`config.mk`:
```
export PLATFORM = sky130hd
export DESIGN_NAME = w21_col_mac_seq
export DESIGN_NICKNAME = d
export VERILOG_FILES = /design/src/rtl/w21_col_mac_seq_pkg.sv /design/src/rtl/w21_col_mac_seq_mac_sat_21.sv /design/src/rtl/w21_col_mac_seq.sv
export SDC_FILE = /design/constraint.sdc
export NUM_CORES = 2
export LEC_CHECK = 0
export ABC_AREA = 1
export ABC_CLOCK_PERIOD_IN_PS = 5300
export CAP_MARGIN = 10
export CORE_MARGIN = 10
export CORE_UTILIZATION = 60
export DETAILED_ROUTE_END_ITERATION = 10
export PLACE_DENSITY = 0.79
export SLEW_MARGIN = 25
export SYNTH_ARGS = -nofsm -noshare
export SYNTH_HDL_FRONTEND = slang
export SYNTH_SLANG_ARGS = --single-unit
export TNS_END_PERCENT = 10
```
`constraint.sdc`:
```
create_clock -name clk -period 5.3 [get_ports clk]
set_input_delay 1.325 -clock clk [delete_from_list [all_inputs] [get_ports clk]]
set_output_delay 1.325 -clock clk [all_outputs]
set_load 0.02 [all_outputs]
```
`src/rtl/w21_col_mac_seq_pkg.sv`:
```
// Shared constants, FSM encoding and saturation limits for the W21 column MAC sequencer.
package w21_col_mac_seq_pkg;

    localparam int N_IN   = 300;
    localparam int ADDR_W = 9;
    localparam int D_W    = 21;
    localparam int FRAC   = 10;
    localparam int ACC_W  = 51;
    localparam int PROD_W = 2 * D_W;

    typedef enum logic [1:0] {
        IDLE  = 2'd0,
        RUN   = 2'd1,
        DRAIN = 2'd2,
        DONE  = 2'd3
    } state_t;

    localparam logic signed [D_W-1:0] SAT_MAX = {1'b0, {(D_W-1){1'b1}}};
    localparam logic signed [D_W-1:0] SAT_MIN = {1'b1, {(D_W-1){1'b0}}};

endpackage

```
`src/rtl/w21_col_mac_seq_mac_sat_21.sv`:
```
// Product register, wide accumulator and floor-rescale/saturate of one column sum.
module mac_sat_21
    import w21_col_mac_seq_pkg::*;
(
    input  logic                  clk,
    input  logic                  rst,
    input  logic                  sample,
    input  logic                  clear,
    input  logic                  load,
    input  logic signed [D_W-1:0] w_in,
    input  logic signed [D_W-1:0] x_in,
    output logic                  pending,
    output logic signed [D_W-1:0] result
);

    logic signed [PROD_W-1:0] prod_p0;
    logic                     vld_p0;
    logic signed [ACC_W-1:0]  acc_p1;
    logic signed [ACC_W-1:0]  prod_ext;

    // Arithmetic shift floors toward minus infinity; no rounding is applied.
    function automatic logic signed [D_W-1:0] rescale_sat(input logic signed [ACC_W-1:0] acc);
        logic signed [ACC_W-1:0] tmp;
        logic signed [ACC_W-1:0] hi;
        logic signed [ACC_W-1:0] lo;
        tmp = acc >>> FRAC;
        hi  = {{(ACC_W-D_W){SAT_MAX[D_W-1]}}, SAT_MAX};
        lo  = {{(ACC_W-D_W){SAT_MIN[D_W-1]}}, SAT_MIN};
        if (tmp > hi)
            return SAT_MAX;
        else if (tmp < lo)
            return SAT_MIN;
        else
            return tmp[D_W-1:0];
    endfunction

    assign prod_ext = {{(ACC_W-PROD_W){prod_p0[PROD_W-1]}}, prod_p0};
    assign pending  = vld_p0;

    // Stage p0: product register; stage p1: accumulator; result holds until the next load.
    always_ff @(posedge clk or posedge rst) begin
        if (rst) begin
            prod_p0 <= '0;
            vld_p0  <= 1'b0;
            acc_p1  <= '0;
            result  <= '0;
        end else begin
            vld_p0 <= sample;
            if (sample)
                prod_p0 <= w_in * x_in;
            if (clear)
                acc_p1 <= '0;
            else if (vld_p0)
                acc_p1 <= acc_p1 + prod_ext;
            if (load)
                result <= rescale_sat(acc_p1);
        end
    end

endmodule

```
`src/rtl/w21_col_mac_seq.sv`:
```
// Column sequencer: walks the weight ROM / activation buffer address and feeds the MAC.
module w21_col_mac_seq
    import w21_col_mac_seq_pkg::*;
(
    input  logic                    clk,
    input  logic                    rst,
    input  logic                    start,
    output logic [ADDR_W-1:0]       adrs_clm,
    input  logic signed [D_W-1:0]   w_in,
    input  logic signed [D_W-1:0]   x_in,
    output logic                    busy,
    output logic                    done,
    output logic signed [D_W-1:0]   result
);

    localparam logic [ADDR_W-1:0] LAST_ADDR = ADDR_W'(N_IN - 1);

    state_t            state;
    state_t            state_nx;
    logic [ADDR_W-1:0] addr;
    logic              accept;
    logic              pending;

    assign accept = start && (state == IDLE || state == DONE);

    always_ff @(posedge clk or posedge rst) begin
        if (rst)
            state <= IDLE;
        else
            state <= state_nx;
    end

    // The address wraps to 0 after the last entry so it never leaves the ROM range.
    always_ff @(posedge clk or posedge rst) begin
        if (rst)
            addr <= '0;
        else if (accept)
            addr <= '0;
        else if (state == RUN)
            addr <= (addr == LAST_ADDR) ? '0 : addr + 1'b1;
    end

    always_comb begin
        state_nx = state;
        case (state)
            IDLE:    if (start) state_nx = RUN;
            RUN:     if (addr == LAST_ADDR) state_nx = DRAIN;
            DRAIN:   if (!pending) state_nx = DONE;
            DONE:    state_nx = start ? RUN : IDLE;
            default: state_nx = IDLE;
        endcase
    end

    always_comb begin
        busy     = (state == RUN) || (state == DRAIN);
        done     = (state == DONE);
        adrs_clm = (state == RUN) ? addr : '0;
    end

    // DRAIN waits one extra edge for the last product to land in the accumulator.
    mac_sat_21 u_mac (
        .clk     (clk),
        .rst     (rst),
        .sample  (state == RUN),
        .clear   (accept),
        .load    ((state == DRAIN) && !pending),
        .w_in    (w_in),
        .x_in    (x_in),
        .pending (pending),
        .result  (result)
    );

endmodule

```
==> qor.yml <==
run_status:
  outcome: "finished, violations left"
  violations: "negative setup slack"
sta:
  fmaxAchievable_mhz: 145
  maxSlewViolCount: 0
  timing.hold.ws_ps: 475
  fin_ws_ps: -1620
  skew_ps: 15.6
  fin_crit_sh: 1.31
  hold_violations: 0
  finalSetupViolCount: 35
  period_needed_ps: 6920
  worst_pin_slew_ps: 844
  rsz0062_at_grt: "true"
  relSlewSlack: 0.436
  finalSetupTns_ps: -47860
synth:
  ys_ff_latch: 126
  syn_avg_cell_area_um2: 6.97
  synth.yosys.seq_area_share: 0.115
  synthCells: 3941
  synth_nets: 4613
  synth_top_area_share: 0.335
  synth_cell_types: 40
  yosysWarnings: 0
  synthTopCellsByArea: "fa_1, nand2_1, inv_1"
  yosysTopAreaCell: "fa_1"
  synth.cell_area_mm2: 0.0275
min_path:
  min_path_type: "flop to flop"
layout:
  fin_nets: 4964
  final_cell_mix: "nand2_1, inv_1, fa_1, buf_4, dfrtp_1"
  diodes: 0
  layout-drive-gt1-share: 0.189
  final_common_cell: "nand2_1"
  syn2layout_area_growth_pct: 26.9
clocking:
  numCtsBuffers: 17
  clk_pin_slew_ps: 70
  clockRootBuffer: "clkbuf_16"
  cts_buffer_depth: 2
  clock-sinks: 126
  insertion_delay_ps: 440
  cts_tree: "yes"
  cts.htree.levels: 4
detailed_routing:
  vias: 27115
  drt_pass1_iterations: 7
  drt_iter0_markers: 2796
  drt_wl_total_um: 97200
  drc: 0
  via_per_inst: 5.53
  antenna_left: 0
  post_drt_wl_per_cell_um: 19.8
global_routing:
  grt_usage: 0.327
  grt_pass1_wl_um: 140000
  grt-ovfl-total: 0
  grt_max_degree: 77
  antenna_found_initial: 3
  grt_pass1_vias: 27047
floorplanning:
  dieArea_mm2: 0.0547
  core_area_mm2: 0.0453
  start_util: 0.606
  io_pins: 77
  rows: 78
  fp.dieW_um: 234
  die_h_um: 234
setup_path:
  start_kind: "primary input"
  worstPathRequired_ps: 5640
  crit_path_top_delay_cell: "fa_1"
  cp-end-kind: "flop"
  worstPathArrival_ps: 7250
  worstPathCellList: "buf_4 > bufbuf_16 > nand2_1 > inv_1 > fa_1 > inv_1 > fa_1 > fa_1 > inv_1 > fa_1 > fa_1 > fa_1 > inv_1 > fa_1 > inv_1 > ha_4 > nand2_1 > nand2_1 > o21bai_4 > a21oi_2 > nand3_2 > or2_1 > nand3_2 > nand2_1"
  critPathKind: "primary input to flop"
  cp_max_fo: 5
  path_common_cell: "fa_1"
  slowest_delay_ps: 580
flow_run:
  drv_cap: 0
place:
  gpl.final_weighted_congestion: 0.978
  dpl.hpwl_um: 65800
  dpl_worst_slack_ps: -2530
  port_buffers: 76
## kinds of logic (layout without fill, tap and decap cells)
family | Yosys count | after routing | synth area share
buf+inv | 1209 | 1573 | 0.166
fa+ha+maj | 627 | 627 | 0.412
flops | 126 | 126 | 0.115
xor+xnor | 28 | 28 | 0.00893
simple gates | 1750 | 1750 | 0.259
compound gates | 201 | 201 | 0.0404
## layout make-up
type | instances | area [um^2]
inverters | 1101 | 4150
well taps | 600 | 751
fillers | 3115 | 10400
clock inverters | 14 | 155
multi-input cells | 2606 | 21500
repair buffers | 440 | 4680
flip-flops and latches | 126 | 3150
clock buffers | 18 | 439
## worst max-delay path: cells and delay by family
kind	cells	cell delay (ps)
AOI/OAI and AO/OA	2	420
adders and majority gates	8	4010
buffers and inverters	7	740
and+or+nand+nor	7	730
## worst paths after layout
| path | from | endpoint | slack (ps) | cells past startpoint |
|---|---|---|---|---|
| worst max-delay path | x_in[10] | u_mac.prod_p0[28] | -1620 | 24 |
| worst min-delay path | u_mac.prod_p0[39] | u_mac.prod_p0[39] | 480 | 2 |
| worst max register to register | u_mac.prod_p0[0] | u_mac.acc_p1[46] | 2600 | 15 |
| worst min register to register | u_mac.prod_p0[39] | u_mac.prod_p0[39] | 480 | 2 |
| max in group asynchronous | rst | addr[0] | 3080 | 3 |
| min in group asynchronous | rst | u_mac.acc_p1[12] | 1340 | 2 |
## Yosys cell counts (all sizes together)
cell and count:
nand3b 10, a22o 1, a31oi 2, xnor2 13, a211oi 1, nor2 190
a21o 3, or2 16, buf 7, clkbuf 101, xor2 15, nand2 1349
ha 167, a22oi 1, nor4 5, o22ai 9, o21bai 11, o21ai 84
clkinv 1, dfrtp 126, a21oi 85, inv 1100, and2 1, fa 460
a32o 4, nor3 20, nand3 129, nand4 30
## through the flow
step | util | cell area [um^2] | cells
after floorplan | - | 27900 | 3941
after global placement | 0.695 | 31500 | 4782
after detailed placement | 0.695 | 31500 | 4782
after CTS | 0.746 | 33800 | 4869
after global routing | 0.770 | 34800 | 4905
final | 0.770 | 34800 | 4905
## registers in the layout, indices dropped and copies added, names as in the netlist
name and count:
state 2, u_mac.pending 1, u_mac.prod_p0 42, addr 9, u_mac.acc_p1 51, u_mac.result 21
## metal layers
| layer | routed length [um] | global-route usage | part of all wire |
|---|---|---|---|
| met5 | 15 | 0 | 0.00015 |
| met4 | 7630 | 0.177 | 0.079 |
| met3 | 10100 | 0.0688 | 0.10 |
| met2 | 45700 | 0.557 | 0.47 |
| met1 | 33800 | 0.382 | 0.35 |
## timing repair
action	in CTS	in global routing
resized for setup	272	259
cloned	18	6
pin swaps	100	235
setup endpoints to repair	36	36
hold buffers	0	0
buffers inserted	37	31
Power is left out: the tool's default activity adds up to more than one toggle a clock period on the data nets, which glitch-free logic cannot reach.
